[src/rtl/uart_pkg.sv]
// Shared definitions for the UART transmit path: FSM encoding and default sizing.
package uart_pkg;

  typedef enum logic [1:0] {
    IDLE  = 2'd0,
    START = 2'd1,
    DATA  = 2'd2,
    STOP  = 2'd3
  } uart_state_t;

  localparam int DATA_W               = 8;
  localparam int DEFAULT_CLKS_PER_BIT = 87;
  localparam int DEFAULT_FIFO_DEPTH   = 4;

endpackage

[src/rtl/uart_fifo.sv]
// Register-based synchronous byte queue feeding the UART shifter.
module uart_fifo
  import uart_pkg::*;
#(
  parameter int FIFO_DEPTH = DEFAULT_FIFO_DEPTH
) (
  input  logic                          clk,
  input  logic                          rst,
  input  logic                          push,
  input  logic [DATA_W-1:0]             push_data,
  input  logic                          pop,
  output logic [DATA_W-1:0]             pop_data,
  output logic                          full,
  output logic                          empty,
  output logic [$clog2(FIFO_DEPTH):0]   count
);

  localparam int PTR_W = $clog2(FIFO_DEPTH);
  localparam int CNT_W = PTR_W + 1;
  localparam logic [CNT_W-1:0] DEPTH_C = CNT_W'(FIFO_DEPTH);

  logic [DATA_W-1:0] mem [FIFO_DEPTH];
  logic [PTR_W-1:0]  wr_ptr;
  logic [PTR_W-1:0]  rd_ptr;
  logic              do_push;
  logic              do_pop;

  // Acceptance uses the occupancy before the edge, so a full queue drops the write
  assign full     = (count == DEPTH_C);
  assign empty    = (count == '0);
  assign do_push  = push && !full;
  assign do_pop   = pop && !empty;
  assign pop_data = mem[rd_ptr];

  always_ff @(posedge clk) begin
    if (rst) begin
      wr_ptr <= '0;
      rd_ptr <= '0;
      count  <= '0;
    end else begin
      if (do_push) wr_ptr <= wr_ptr + 1'b1;
      if (do_pop)  rd_ptr <= rd_ptr + 1'b1;
      case ({do_push, do_pop})
        2'b10:   count <= count + 1'b1;
        2'b01:   count <= count - 1'b1;
        default: count <= count;
      endcase
    end
  end

  always_ff @(posedge clk) begin
    if (do_push && !rst) mem[wr_ptr] <= push_data;
  end

endmodule

[src/rtl/uart_transmitter.sv]
// 8N1 UART transmitter: queued bytes are framed and shifted out LSB first on tx.
module uart_transmitter
  import uart_pkg::*;
#(
  parameter int CLKS_PER_BIT = DEFAULT_CLKS_PER_BIT,
  parameter int FIFO_DEPTH   = DEFAULT_FIFO_DEPTH
) (
  input  logic              clk,
  input  logic              rst,
  input  logic              wr_en,
  input  logic [DATA_W-1:0] wr_data,
  output logic              fifo_full,
  output logic              fifo_empty,
  output logic              busy,
  output logic              tx
);

  localparam int TMR_W = $clog2(CLKS_PER_BIT);
  localparam logic [TMR_W-1:0] TMR_LAST = TMR_W'(CLKS_PER_BIT - 1);

  uart_state_t                  state;
  uart_state_t                  state_next;
  logic [TMR_W-1:0]             timer;
  logic [TMR_W-1:0]             timer_next;
  logic [2:0]                   bit_idx;
  logic [2:0]                   bit_idx_next;
  logic [DATA_W-1:0]            shift_reg;
  logic [DATA_W-1:0]            shift_next;
  logic [DATA_W-1:0]            fifo_data;
  logic [$clog2(FIFO_DEPTH):0]  fifo_count;
  logic                         tx_next;
  logic                         pop;
  logic                         bit_done;

  uart_fifo #(
    .FIFO_DEPTH(FIFO_DEPTH)
  ) u_fifo (
    .clk      (clk),
    .rst      (rst),
    .push     (wr_en),
    .push_data(wr_data),
    .pop      (pop),
    .pop_data (fifo_data),
    .full     (fifo_full),
    .empty    (fifo_empty),
    .count    (fifo_count)
  );

  assign bit_done = (timer == TMR_LAST);
  assign busy     = (state != IDLE) || (fifo_count != '0);

  always_comb begin
    state_next   = state;
    timer_next   = timer + 1'b1;
    bit_idx_next = bit_idx;
    pop          = 1'b0;
    shift_next   = shift_reg;
    tx_next      = 1'b1;

    case (state)
      IDLE: begin
        timer_next = '0;
        if (!fifo_empty) begin
          pop        = 1'b1;
          state_next = START;
        end
      end
      START: begin
        if (bit_done) begin
          timer_next = '0;
          state_next = DATA;
        end
      end
      DATA: begin
        if (bit_done) begin
          timer_next = '0;
          if (bit_idx == 3'd7) state_next   = STOP;
          else                 bit_idx_next = bit_idx + 3'd1;
        end
      end
      STOP: begin
        if (bit_done) begin
          timer_next = '0;
          // Back-to-back frames: the next start bit follows the stop bit directly
          if (!fifo_empty) begin
            pop        = 1'b1;
            state_next = START;
          end else begin
            state_next = IDLE;
          end
        end
      end
      default: state_next = IDLE;
    endcase

    if (pop) begin
      bit_idx_next = '0;
      shift_next   = fifo_data;
    end

    // tx is registered from the next state, so it changes on the same edge as the FSM
    case (state_next)
      START:   tx_next = 1'b0;
      DATA:    tx_next = shift_next[bit_idx_next];
      default: tx_next = 1'b1;
    endcase
  end

  always_ff @(posedge clk) begin
    if (rst) begin
      state   <= IDLE;
      timer   <= '0;
      bit_idx <= '0;
      tx      <= 1'b1;
    end else begin
      state   <= state_next;
      timer   <= timer_next;
      bit_idx <= bit_idx_next;
      tx      <= tx_next;
    end
  end

  always_ff @(posedge clk) begin
    shift_reg <= shift_next;
  end

endmodule

[config.mk]
export PLATFORM = sky130hd
export DESIGN_NAME = uart_transmitter
export DESIGN_NICKNAME = d
export VERILOG_FILES = /design/src/rtl/uart_pkg.sv /design/src/rtl/uart_fifo.sv /design/src/rtl/uart_transmitter.sv
export SDC_FILE = /design/constraint.sdc
export NUM_CORES = 1
export LEC_CHECK = 0
export BUFFER_PORTS_ARGS = -buffer_cell sky130_fd_sc_hd__buf_2
export CAP_MARGIN = 15
export CORE_MARGIN = 2
export CORE_UTILIZATION = 40
export DETAILED_ROUTE_END_ITERATION = 10
export HOLD_SLACK_MARGIN = 0.08
export PLACE_DENSITY_LB_ADDON = 0.12
export RECOVER_POWER = 50
export SLEW_MARGIN = 20
export SYNTH_ARGS = -nofsm -noshare
export SYNTH_HDL_FRONTEND = slang
export SYNTH_SLANG_ARGS = --single-unit
[constraint.sdc]
create_clock -name clk -period 4.2 [get_ports clk]
set_input_delay 0.84 -clock clk [delete_from_list [all_inputs] [get_ports clk]]
set_output_delay 0.84 -clock clk [all_outputs]
set_load 0.02 [all_outputs]
==> impl_metrics.env, run 1 <==
export IMPL_start_kind="flop"
export IMPL_ys_seq_area_share_pct=57.2
export IMPL_fin_util_pct=46.4
export IMPL_tightest_slew_ns=0.850
export IMPL_worstPathMaxFanout=17
export IMPL_clockBufferDepth=2
export IMPL_cts_buffers=9
export IMPL_critical_path_max_stage_delay_ns=0.66
export IMPL_syn_to_final_growth_pct=13.6
export IMPL_largest_reg_flops=32
export IMPL_layout_common_cells="edfxtp_1, dfxtp_1, nor2_1"
export IMPL_fin_hold_ws_ns=0.504
export IMPL_first_pass_iters=4
export IMPL_antenna_found_initial=0
export IMPL_totalNegativeSetupSlack_ns=0
export IMPL_power_leakage_nw=1.09
export IMPL_p_per_area_mw_per_mm2=652
export IMPL_grt_pass1_wl_um=8140
export IMPL_post_cts_buffers=0
export IMPL_start_util_pct=40.9
export IMPL_setup_viol=0
export IMPL_drive_gt1_share_pct=19.8
export IMPL_startpoint="timer[0]$_SDFF_PP0_"
export IMPL_design_core_area_mm2=0.00668
export IMPL_clock_sinks=62
export IMPL_post_route_period_util_pct=75.8
export IMPL_hold_viol=0
export IMPL_max_cap_violations=0
export IMPL_crit_arrival_ns=3.46
export IMPL_r2r_start="timer[0]$_SDFF_PP0_"
export IMPL_fillers=595
export IMPL_wirelength_um=4680
export IMPL_layout_cells_non_filler=307
export IMPL_final_common_cell="edfxtp_1"
export IMPL_overflow=0
export IMPL_drc=0
export IMPL_register_area_mm2=0.00156
export IMPL_clk_pin_slew_ns=0.08
export IMPL_antennaDiodeCount=0
export IMPL_cp_top_family="adder cells"
export IMPL_ant_nets=0
export IMPL_synth_nets=228
export IMPL_ctsHoldBuffers=0
export IMPL_finalClockSkew_ns=0.0107
export IMPL_syn_area_mm2=0.00273
export IMPL_nets=247
export IMPL_final_max_slew_violation_count=0
export IMPL_status="finished, final reports clean"
export IMPL_min_from="shift_reg[0]$_DFF_P_"
export IMPL_grt_pass1_vias=1659
export IMPL_num_rows=30
export IMPL_worstSetupEndpointType="flop"
export IMPL_worst_ep_required_time_ns=4.48
export IMPL_netlist_instances=203
export IMPL_dp_hpwl_um=3210
export IMPL_drt_iter0_drc=56
export IMPL_layout_min_cycle_time_ns=3.18
export IMPL_htreeDepth=3
export IMPL_synth_area_per_cell_um2=13.5
export IMPL_synth_top_area_share_pct=35.2
export IMPL_cts_resized=0
export IMPL_groute_usage_overall_pct=14.6
export IMPL_tritoncts="built"
export IMPL_netlist_top_cells_area="edfxtp_1, dfxtp_1, mux4_2"
export IMPL_path_buf_inv=3
export IMPL_ys_seq_elements=62
export IMPL_worst_ir_drop_vdd_v=0.000293
export IMPL_io_pins=15
export IMPL_ctsRootBufferMaster="clkbuf_8"
export IMPL_ys_warn_count=0
export IMPL_gp_congestion=0.805
export IMPL_synth_area_leader_cell="edfxtp_1"
export IMPL_vias=1585
export IMPL_dp_cells=291
export IMPL_io_buffers=14
export IMPL_die_y_um=86.6
export IMPL_ys_types=39
export IMPL_grt_max_degree=18
export IMPL_hold_class="reg -> reg"
export IMPL_max_freq_mhz=314
export IMPL_worstSetupPathType="reg -> reg"
export IMPL_die_width_um=86.6
export IMPL_grt_setup_unrepaired="false"
export IMPL_fp_dieArea_mm2=0.00751
export IMPL_multi_input_area_mm2=0.00109
export IMPL_relSlewSlack_pct=43.3
export IMPL_routedWlPerCell_um=15.2
export IMPL_cp_slowest_cell="clkbuf_1"
export IMPL_clock_latency_ns=0.34
export IMPL_crit_chain="inv_1 > ha_1 > and4b_4 > a31oi_1 > nor3_4 > clkbuf_1 > ha_1 > inv_1 > fa_1 > xor2_1 > or3_1 > a21oi_1"
export IMPL_drt_vias_per_instance=5.16
[power by group]
| group | leakage [nW] | switching, mW | internal (mW) | total (mW) |
|---|---|---|---|---|
| Clock | 0.116 | 0.241 | 0.396 | 0.637 |
| Combinational | 0.434 | 0.284 | 0.274 | 0.557 |
| Sequential | 0.537 | 0.0879 | 0.741 | 0.829 |
[through the flow]
step / instance area [um^2] / setup WS [ns] / total power, mW
after global placement: 2870 / 1.59 / 1.38
after global routing: 3100 / 0.726 / 2.16
final: 3100 / 1.02 / 2.02
after CTS: 3120 / 1.50 / 2.06
after floorplan: 2730 / 1.56 / 1.28
after detailed placement: 2870 / 1.52 / 1.41
[synthesized netlist by cell type (all sizes together)]
master	n
edfxtp	32
dfxtp	30
nor2	21
ha	13
inv	10
mux2	10
mux4	10
xor2	7
nand2	6
nor3	6
and2	5
a31oi	4
buf	4
mux2i	4
o21ai	4
xnor2	4
a211oi	3
a21oi	3
clkbuf	3
nand3	3
and3	2
nand2b	2
nand4b	2
nor2b	2
nor3b	2
or3	2
a21boi	1
and4	1
and4b	1
fa	1
o211ai	1
o32a	1
o32ai	1
o41ai	1
or2	1
[worst reg2reg max path: stages (launching register included)]
cell	delay, ns
dfxtp_1	0.35
inv_1	0.07
ha_1	0.15
and4b_4	0.26
a31oi_1	0.13
nor3_4	0.17
clkbuf_1	0.66
ha_1	0.31
inv_1	0.06
fa_1	0.37
xor2_1	0.16
or3_1	0.30
a21oi_1	0.14
[worst paths after layout]
path                                                     end  slack (ns)  depth (start not counted)
worst min-delay path                    shift_reg[0]$_DFF_P_        0.50                          1
worst max-delay path            u_fifo.count[2]$_SDFFE_PP0P_        1.02                         12
worst max register to register  u_fifo.count[2]$_SDFFE_PP0P_        1.02                         12
worst min register to register          shift_reg[0]$_DFF_P_        0.50                          1
[logic make-up after synthesis]
kind of cell | share of synthesized area [%]
flops | 57.2
simple gates | 11.4
mux | 13.8
compound gates | 4.58
buf+inv | 2.79
fa+ha+maj | 6.69
xor+xnor | 3.53
[area by class of cell]
cell class | instances | share of cell area [%]
clock inverter | 7 | 3.95
multi-input combinational | 124 | 35.3
inverter | 10 | 1.21
timing repair buffer | 15 | 2.02
sequential | 62 | 50.3
clock buffer | 9 | 3.99
tap | 80 | 3.23
[routing by layer]
layer | track usage (%) | wire, um | vias to the layer above | part of all wire, %
li1 | - | - | 778 | -
met1 | 17.5 | 2060 | 784 | 44
met2 | 24.3 | 2390 | 16 | 51
met3 | 4.86 | 150 | 7 | 3.2
met4 | 5.97 | 70 | 0 | 1.5
met5 | 0 | 0 | - | 0
Note: power is estimated with default switching activity, not from simulation.
==> run 2: changes to the inputs <==
clock period = 3.1 ns   (was 4.2 ns; I/O delays follow)
==> impl_metrics.env, run 2 (synthesis gave the netlist of run 1 again) <==
export IMPL_totalNegativeSetupSlack_ns=0
export IMPL_path_buf_inv=2
export IMPL_fin_hold_ws_ns=0.484
export IMPL_ff2ff_path_depth=8
export IMPL_multi_input_area_mm2=0.00108
export IMPL_setup_ws_ns=0.394
export IMPL_final_max_slew_violation_count=0
export IMPL_grt_met3_usage_pct=2.95
export IMPL_overflow=0
export IMPL_wirelength_um=4720
export IMPL_clkPwrFrac_pct=27.7
export IMPL_relSlewSlack_pct=44.5
export IMPL_setup_viol=0
export IMPL_layout_cells_non_filler=307
export IMPL_max_freq_mhz=370
export IMPL_design_area_mm2=0.00305
export IMPL_critical_path_max_stage_delay_ns=0.65
export IMPL_grt_busiest_layer="met2"
export IMPL_clock_sinks=62
export IMPL_num_rows=30
export IMPL_worstSetupPathType="reg -> reg"
export IMPL_cts_buffers=9
export IMPL_grt_pass1_vias=1721
export IMPL_vias=1581
export IMPL_layout_min_cycle_time_ns=2.71
export IMPL_p_seq_share_pct=43.2
export IMPL_antenna_found_initial=0
export IMPL_place_ws_ns=0.619
export IMPL_use_met1_pct=16.9
export IMPL_syn_to_final_growth_pct=11.5
export IMPL_largest_reg_flops=32
export IMPL_cp_top_family="buffers and inverters"
export IMPL_hold_path_endpoint="shift_reg[0]$_DFF_P_"
export IMPL_worstPathMaxFanout=16
export IMPL_grtUsageMet2_pct=25.0
export IMPL_die_width_um=86.6
export IMPL_r2r_start="timer[0]$_SDFF_PP0_"
export IMPL_min_from="shift_reg[0]$_DFF_P_"
export IMPL_ant_nets=0
export IMPL_crit_arrival_ns=2.93
export IMPL_finalClockSkew_ns=0.00749
export IMPL_p_sw_share_pct=32.3
export IMPL_power_leakage_nw=1.06
export IMPL_drc=0
export IMPL_worst_ir_drop_vdd_v=0.000363
export IMPL_register_area_mm2=0.00156
export IMPL_fp_dieArea_mm2=0.00751
export IMPL_grt_pass1_wl_um=8040
export IMPL_grt_max_degree=17
export IMPL_fillers=607
export IMPL_p_int_mw=1.75
export IMPL_r2r_end="tx$_SDFF_PP1_"
export IMPL_post_cts_buffers=0
export IMPL_hold_class="reg -> reg"
export IMPL_tritoncts="built"
export IMPL_grt_setup_unrepaired="false"
export IMPL_ctsHoldBuffers=0
export IMPL_status="finished, final reports clean"
export IMPL_switching_power_uw=832
export IMPL_tightest_slew_ns=0.832
export IMPL_cp_slowest_cell="clkbuf_1"
export IMPL_worstSetupEndpointType="flop"
export IMPL_power_frac_comb_pct=29.1
export IMPL_p_per_area_mw_per_mm2=846
export IMPL_groute_usage_overall_pct=14.4
export IMPL_drt_vias_per_instance=5.15
export IMPL_max_cap_violations=0
export IMPL_clockBufferDepth=2
export IMPL_worst_ep_required_time_ns=3.32
export IMPL_post_dp_cell_area_mm2=0.00287
export IMPL_post_route_period_util_pct=87.3
export IMPL_ctsRootBufferMaster="clkbuf_8"
export IMPL_dp_hpwl_um=3290
export IMPL_final_common_cell="edfxtp_1"
export IMPL_antennaDiodeCount=0
export IMPL_ff2ff_setup_slack_ns=0.39
export IMPL_gp_congestion=0.746
export IMPL_die_y_um=86.6
export IMPL_total_power_mw=2.58
export IMPL_start_util_pct=40.9
export IMPL_io_buffers=14
export IMPL_drt_iter0_drc=53
export IMPL_first_pass_iters=4
export IMPL_layout_common_cells="edfxtp_1, dfxtp_1, nor2_1"
export IMPL_routedWlPerCell_um=15.4
export IMPL_drive_gt1_share_pct=18.9
export IMPL_start_kind="flop"
export IMPL_cts_resized=0
export IMPL_hold_viol=0
export IMPL_io_pins=15
export IMPL_clock_latency_ns=0.33
export IMPL_clk_pin_slew_ns=0.07
export IMPL_htreeDepth=3
export IMPL_fin_util_pct=45.6
export IMPL_design_core_area_mm2=0.00668
export IMPL_min_path_cells=1
export IMPL_dp_cells=291
export IMPL_nets=247
export IMPL_crit_chain="inv_1 > ha_1 > and4b_4 > a31oi_1 > nor3_4 > clkbuf_1 > mux2_2 > o32a_1"
[run 2: cell count changes in the layout (fill, tap and decap cells not counted), sizes merged]
cell / previous run / this run
buf: 5 / 4
bufinv: 3 / 1
clkbuf: 19 / 20
clkinv: 2 / 1
inv: 10 / 13
[run 2: cell type report]
class | instances | share of cell area (%)
Tap cell | 80 | 3.29
Multi-Input combinational cell | 124 | 35.5
Sequential cell | 62 | 51.3
Timing Repair Buffer | 15 | 2.01
Clock buffer | 9 | 4.07
Clock inverter | 7 | 2.63
Inverter | 10 | 1.23
[run 2: metal layers]
layer,vias to the layer above,routed length [um]
li1,778,-
met1,776,2070
met2,20,2450
met3,7,131
met4,0,68
met5,-,0
[run 2: worst reg2reg max path: cells and delay by family (launching register included)]
family,cells,cell delay [ns]
adder cells (fa/ha/maj),1,0.17
buffers and inverters,2,0.73
flip-flops,1,0.35
AND/OR/NAND/NOR,2,0.46
multiplexers,1,0.42
AO/OA/AOI/OAI,2,0.46
[run 2: worst max-delay path by stage]
| stage | startpoint | endpoint | cells past startpoint |
|---|---|---|---|
| finish | timer[0]$_SDFF_PP0_ | tx$_SDFF_PP1_ | 8 |
| global route | timer[1]$_SDFF_PP0_ | tx$_SDFF_PP1_ | 7 |
| CTS | timer[1]$_SDFF_PP0_ | u_fifo.count[2]$_SDFFE_PP0P_ | 10 |
| detailed placement | timer[0]$_SDFF_PP0_ | u_fifo.count[2]$_SDFFE_PP0P_ | 11 |
| global placement | timer[0]$_SDFF_PP0_ | u_fifo.count[2]$_SDFFE_PP0P_ | 11 |
| floorplan | timer[0]$_SDFF_PP0_ | u_fifo.count[2]$_SDFFE_PP0P_ | 12 |
[run 2: power groups by stage]
stage          registers [mW]  clock network [mW]  logic [mW]
6_report                 1.11               0.714       0.749
5_1_grt                  1.13               0.779       0.844
4_1_cts                  1.13               0.737       0.782
3_5_place_dp             1.14                   0       0.777
3_3_place_gp             1.13                   0       0.743
2_1_floorplan            1.09                   0       0.638
